## src/rtl/regfile_reader_pkg.sv

```systemverilog
// ---------------------------------------------------------------------------
// regfile_reader_pkg
//   Shared constants and types for the RV32 register file / operand-read stage.
//   XLEN      : data width of each architectural register
//   REG_COUNT : number of architectural registers (x0 hardwired to zero)
//   AW        : register address width
//   reg_addr_t: register address type
//   REG_ZERO  : address of the hardwired-zero register
// ---------------------------------------------------------------------------
package regfile_reader_pkg;
   localparam int XLEN      = 32;
   localparam int REG_COUNT = 32;
   localparam int AW        = $clog2(REG_COUNT);

   typedef logic [AW-1:0] reg_addr_t;

   localparam reg_addr_t REG_ZERO = '0;
endpackage

```

## src/rtl/regfile_reader_scoreboard.sv

```systemverilog
// ---------------------------------------------------------------------------
// regfile_reader_scoreboard
//   Pending-write scoreboard: one busy bit per architectural register.
//   Ports:
//     clk, rstn                : clock, async active-low reset
//     lock_enable, lock_dest   : mark a destination as awaiting write-back
//     reg_w_enable, reg_w_dest : write-back strobe, clears the busy bit
//     rs1, rs2                 : source addresses being read this cycle
//     blocked1, blocked2       : source N must wait for its write-back
// ---------------------------------------------------------------------------
module regfile_reader_scoreboard #(
   parameter int REG_COUNT = regfile_reader_pkg::REG_COUNT,
   parameter int AW        = regfile_reader_pkg::AW
) (
   input  logic          clk,
   input  logic          rstn,
   input  logic          lock_enable,
   input  logic [AW-1:0] lock_dest,
   input  logic          reg_w_enable,
   input  logic [AW-1:0] reg_w_dest,
   input  logic [AW-1:0] rs1,
   input  logic [AW-1:0] rs2,
   output logic          blocked1,
   output logic          blocked2
);
   import regfile_reader_pkg::*;

   // Bit 0 is never set (x0 writes/locks are filtered), so it stays 0 and
   // keeps the array indexable by any address.
   logic [REG_COUNT-1:0] busy;

   always_ff @(posedge clk or negedge rstn) begin
      if (!rstn) begin
         busy <= '0;
      end else begin
         if (reg_w_enable && reg_w_dest != REG_ZERO)
            busy[reg_w_dest] <= 1'b0;
         // Placed after the clear: a new pending writer wins over a
         // same-cycle write-back to the same register.
         if (lock_enable && lock_dest != REG_ZERO)
            busy[lock_dest] <= 1'b1;
      end
   end

   // A write-back landing this cycle resolves the hazard (it is forwarded).
   // Uses the pre-update busy state, so a same-cycle lock never blocks.
   always_comb begin
      blocked1 = (rs1 != REG_ZERO) && busy[rs1] &&
                 !(reg_w_enable && reg_w_dest == rs1);
      blocked2 = (rs2 != REG_ZERO) && busy[rs2] &&
                 !(reg_w_enable && reg_w_dest == rs2);
   end
endmodule

```

## src/rtl/regfile_reader.sv

```systemverilog
// ---------------------------------------------------------------------------
// regfile_reader
//   Register file plus registered two-operand read stage with write-back
//   forwarding and pending-write stall.
//   Ports:
//     clk, rstn                            : clock, async active-low reset
//     enabled / completed                  : read request / read done
//     rs1, rs2 -> rs1_data, rs2_data       : source addresses / operands
//     lock_enable, lock_dest               : mark destination pending
//     reg_w_enable, reg_w_dest, reg_w_data : write-back bus
//     stalled                              : enabled && hazard (comb.)
// ---------------------------------------------------------------------------
module regfile_reader #(
   parameter int XLEN      = regfile_reader_pkg::XLEN,
   parameter int REG_COUNT = regfile_reader_pkg::REG_COUNT,
   parameter int AW        = regfile_reader_pkg::AW
) (
   input  logic            clk,
   input  logic            rstn,
   input  logic            enabled,
   output logic            completed,
   input  logic [AW-1:0]   rs1,
   input  logic [AW-1:0]   rs2,
   output logic [XLEN-1:0] rs1_data,
   output logic [XLEN-1:0] rs2_data,
   input  logic            lock_enable,
   input  logic [AW-1:0]   lock_dest,
   input  logic            reg_w_enable,
   input  logic [AW-1:0]   reg_w_dest,
   input  logic [XLEN-1:0] reg_w_data,
   output logic            stalled
);
   import regfile_reader_pkg::*;

   logic [XLEN-1:0] regs [REG_COUNT];
   logic            blocked1, blocked2, hazard;
   logic [XLEN-1:0] op1, op2;

   regfile_reader_scoreboard #(.REG_COUNT(REG_COUNT), .AW(AW)) u_sb (
      .clk          (clk),
      .rstn         (rstn),
      .lock_enable  (lock_enable),
      .lock_dest    (lock_dest),
      .reg_w_enable (reg_w_enable),
      .reg_w_dest   (reg_w_dest),
      .rs1          (rs1),
      .rs2          (rs2),
      .blocked1     (blocked1),
      .blocked2     (blocked2)
   );

   assign hazard  = blocked1 || blocked2;
   assign stalled = enabled && hazard;

   // Operand select: x0, then same-cycle write-back forward, then array.
   always_comb begin
      op1 = regs[rs1];
      op2 = regs[rs2];
      if (reg_w_enable && reg_w_dest == rs1) op1 = reg_w_data;
      if (reg_w_enable && reg_w_dest == rs2) op2 = reg_w_data;
      if (rs1 == REG_ZERO) op1 = '0;
      if (rs2 == REG_ZERO) op2 = '0;
   end

   always_ff @(posedge clk or negedge rstn) begin
      if (!rstn) begin
         for (int i = 0; i < REG_COUNT; i++) regs[i] <= '0;
      end else if (reg_w_enable && reg_w_dest != REG_ZERO) begin
         regs[reg_w_dest] <= reg_w_data;
      end
   end

   always_ff @(posedge clk or negedge rstn) begin
      if (!rstn) begin
         completed <= 1'b0;
         rs1_data  <= '0;
         rs2_data  <= '0;
      end else if (enabled && !hazard) begin
         completed <= 1'b1;
         rs1_data  <= op1;
         rs2_data  <= op2;
      end else begin
         completed <= 1'b0;
      end
   end
endmodule

```

## config.mk

```make
export PLATFORM = sky130hd
export DESIGN_NAME = regfile_reader
export DESIGN_NICKNAME = d
export VERILOG_FILES = /design/src/rtl/regfile_reader_pkg.sv /design/src/rtl/regfile_reader_scoreboard.sv /design/src/rtl/regfile_reader.sv
export SDC_FILE = /design/constraint.sdc
export NUM_CORES = 2
export LEC_CHECK = 0
export CAP_MARGIN = 20
export CORE_UTILIZATION = 60
export DETAILED_ROUTE_END_ITERATION = 16
export MAX_ROUTING_LAYER = met4
export PLACE_DENSITY_LB_ADDON = 0.25
export REMOVE_ABC_BUFFERS = 1
export SYNTH_ARGS = -nofsm -noshare
export SYNTH_HDL_FRONTEND = slang
export SYNTH_HIERARCHICAL = 1
export SYNTH_SLANG_ARGS = --single-unit
```

## constraint.sdc

```tcl
create_clock -name clk -period 3.8 [get_ports clk]
set_clock_uncertainty 0.1 [all_clocks]
set_input_delay 0.38 -clock clk [delete_from_list [all_inputs] [get_ports clk]]
set_output_delay 0.38 -clock clk [all_outputs]
set_load 0.05 [all_outputs]
```

==> out/qor.txt <==
Crit path time final = 3.302 ns
R2R Path End = rs2_data[21]$_DFFE_PN0P_
Share of layout cells above drive strength 1 = 0.4399
RSZ-0062 raised after global routing = false
FF/Latch Area = 0.02805 mm2
Largest net degree at the start of global routing = 104
Filler cell count = 6629
Clock Sinks = 1121
Hold crit path type = in2async
Actual slew at the worst max-slew pin = 1.156 ns
DRT Pass-1 Iters = 14
Final core utilization = 0.6819
Cell Rows = 114
PortBufs = 122
WP data arrival = 2.82 ns
Placed cell area = 0.06192 mm2
CP startpoint = u_sb/busy[29]$_DFF_PN0_
Number of synthesized flops with an enable pin = 0
Crit path kind = reg2out
Commonest non-fill, non-tap cells in the layout = 1121 x dfrtp_1, 992 x mux2_2, 394 x mux4_2
Critical path endpoint category = output port
Vias per inst = 7.280
Clock power share = 0.320
Max Cap Viol = 0
Mapped Area = 0.05889 mm2
Vias = 39.75k
Multi-input gate area in the final layout = 0.02897 mm2
Worst-path clk slew = 0.06 ns
Post-CTS Resized = 0
Antenna violations before repair = 3
Total Nets Final = 4154
Initial cell density of the core = 0.6072
Finished Layout Cells = 5461
Root Buffer = clkbuf_16
Worst skew pair latency = 0.72 ns
Seq pwr share = 0.452
Post-Syn Instances = 4109
Worst Path Required = 3.32 ns
Hpwl dp = 111400 um
Width of the die = 315.3 um
First-pass GRT wire length = 264900 um
Drt first-iter violations = 4740
Status = finished, violations left
Final period util = 0.8690
Maximum vdd ir drop = 0.0004715 V
Final instance area = 0.06614 mm2
Slew HR = 0.2278
Avg Inst Size Synth = 14.33 um2
CTS Buf Count = 117
Die Height = 315.3 um
Placed Cells = 5237
Total GRT Usage = 0.3715
Failing checks = DRC
Wire per inst = 32.36 um
Yosys warning count = 6
Sequential share of the synthesized area = 0.4763
Total Neg Setup Slack = 0 ns
Pins Over Slew Limit = 0
Yosys reg bits = 1121
Routed Antenna Nets = 0
CP peak stage delay = 0.67 ns
Post-synth top flop = dfrtp_1
Worst path cell trace = mux4_2 -> nor2_1 -> a2111oi_0 -> nand3_1 -> o31ai_1 -> nor2_1 -> nor2b_1 -> buf_12
F_max = 302.8 MHz
CP max-delay cell = a2111oi_0
Crit path launch type = flip-flop
Worst R2R Setup Slack = 0.62 ns
RD Place Congestion = 0.9258
Net Sw Frac = 0.2943
Clk buf depth = 3
CP Max Fanout = 3
Most common cell after layout, fill and taps aside = dfrtp_1
Comb pwr share = 0.228
Psw = 10.59 mW
Total Wirelength = 176700 um
H-tree depth = 3
Die area = 0.09941 mm2
# DRC = 2
Hold_ws = 0.2105 ns
Leakage = 29.06 nW
R2r worst-path depth = 11
Area growth syn-to-layout = 12.30%
Hold Fails Final Rpt = 0
Yosys cell types = 55
Total grt overflow = 0
Reg-to-reg critical path startpoint = u_sb/busy[25]$_DFF_PN0_
Vias in the first global route = 40.48k
PD cells = 543.8 mW/mm2
Most frequent CP cell = nor2_1
Final setup vio count = 0
Synth async-reset ratio = 1.000
IO Pins = 123
CTS tree = yes
Core area = 0.09699 mm2
P_int = 25.38 mW
state kept, by name (all words and copies together) (netlist names):
name	cells
rs1_data	32
regs	1024
rs2_data	32
completed	1
u_sb/busy	32
kinds of logic after synthesis:
| group | Yosys count | share of synthesized area |
|---|---|---|
| flip-flops | 1121 | 0.4763 |
| AND/OR/NAND/NOR | 194 | 0.01621 |
| multiplexers | 1649 | 0.3859 |
| buffers and inverters | 465 | 0.03637 |
| AO/OA/AOI/OAI | 663 | 0.08264 |
| XOR/XNOR | 17 | 0.002528 |
worst max-delay path: cells and delay by family, from the launching register on:
kind,cells,cell delay (ns)
AO/OA/AOI/OAI,2,0.77
AND/OR/NAND/NOR,4,0.56
flip-flops,1,0.37
multiplexers,1,0.24
buffers and inverters,1,0.18
cells in the mapped netlist, types with 3 or more instances:
| cell type | number | area, um2 |
|---|---|---|
| a21oi_1 | 67 | 335.3 |
| mux2_2 | 992 | 11170 |
| buf_4 | 29 | 217.7 |
| or2_2 | 3 | 18.77 |
| nor3b_1 | 4 | 30.03 |
| a31oi_1 | 4 | 25.02 |
| clkbuf_1 | 227 | 852.1 |
| buf_6 | 13 | 146.4 |
| o21ai_0 | 107 | 535.5 |
| nand2b_1 | 4 | 25.02 |
| xnor2_1 | 10 | 87.58 |
| a221oi_1 | 128 | 1121 |
| nand2_1 | 95 | 356.6 |
| inv_1 | 4 | 15.01 |
| buf_2 | 134 | 670.6 |
| o21ai_1 | 22 | 110.1 |
| or3b_2 | 3 | 26.28 |
| nand3b_1 | 9 | 67.56 |
| a22o_1 | 64 | 560.5 |
| a22oi_1 | 192 | 1441 |
| nand3_1 | 15 | 75.07 |
| a211oi_1 | 4 | 30.03 |
| nor2b_1 | 10 | 62.56 |
| mux2i_1 | 259 | 2592 |
| dfrtp_1 | 1121 | 28050 |
| nor2_1 | 31 | 116.4 |
| mux4_2 | 394 | 8874 |
| buf_1 | 54 | 202.7 |
| a211o_1 | 64 | 560.5 |
| and2_1 | 4 | 25.02 |
| nor3_1 | 4 | 20.02 |
| xor2_1 | 7 | 61.31 |
power groups by stage:
stage / clock (mW) / combinational [mW] / sequential, mW
6_report: 11.5 / 8.21 / 16.3
5_1_grt: 12.0 / 8.69 / 16.5
4_1_cts: 11.6 / 8.13 / 16.2
3_5_place_dp: 0 / 8.09 / 16.3
3_3_place_gp: 0 / 7.87 / 16.2
2_1_floorplan: 0 / 4.85 / 16.3
how the worst max path moves through the flow:
stage,endpoint,slack [ns],cells past startpoint
CTS,stalled,0.54,8
global placement,rs2_data[21]$_DFFE_PN0P_,0.27,13
floorplan,rs1_data[0]$_DFFE_PN0P_,-0.90,9
global route,stalled,0.38,8
finish,stalled,0.50,8
detailed placement,rs1_data[18]$_DFFE_PN0P_,0.27,13
final cells by class:
type                    instances  share of cell area
multi-input cells            2523              0.4380
flip-flops and latches       1121              0.4241
repair buffers                330             0.05619
clock buffers                 175             0.05136
well taps                    1276             0.02414
clock inverters                30            0.005827
inverters                       4           0.0002270
diodes                          2          0.00007567
repair_timing:
action | 4_1_cts | 5_1_grt
hold endpoints to repair | 49 | 0
buffers inserted | 0 | 0
hold buffers | 1 | 0
endpoints found under the setup margin | 0 | 0
metal layers:
| metal | routed length, um | part of all wire | track usage | up-vias |
|---|---|---|---|---|
| li1 | - | - | - | 15939 |
| met1 | 69920 | 0.40 | 0.5026 | 21174 |
| met2 | 83130 | 0.47 | 0.5522 | 2131 |
| met3 | 15660 | 0.089 | 0.07282 | 510 |
| met4 | 8019 | 0.045 | 0.1590 | 0 |
| met5 | 0 | 0 | - | - |
per-stage QoR:
stage,power (mW),worst slack [ns]
after global routing,37.23,0.3782
after detailed placement,24.41,0.2661
final,35.97,0.4980
after global placement,24.03,0.2748
after floorplan,21.18,-0.9040
after CTS,35.87,0.5447
No activity file was read; power rests on OpenSTA's default activity.
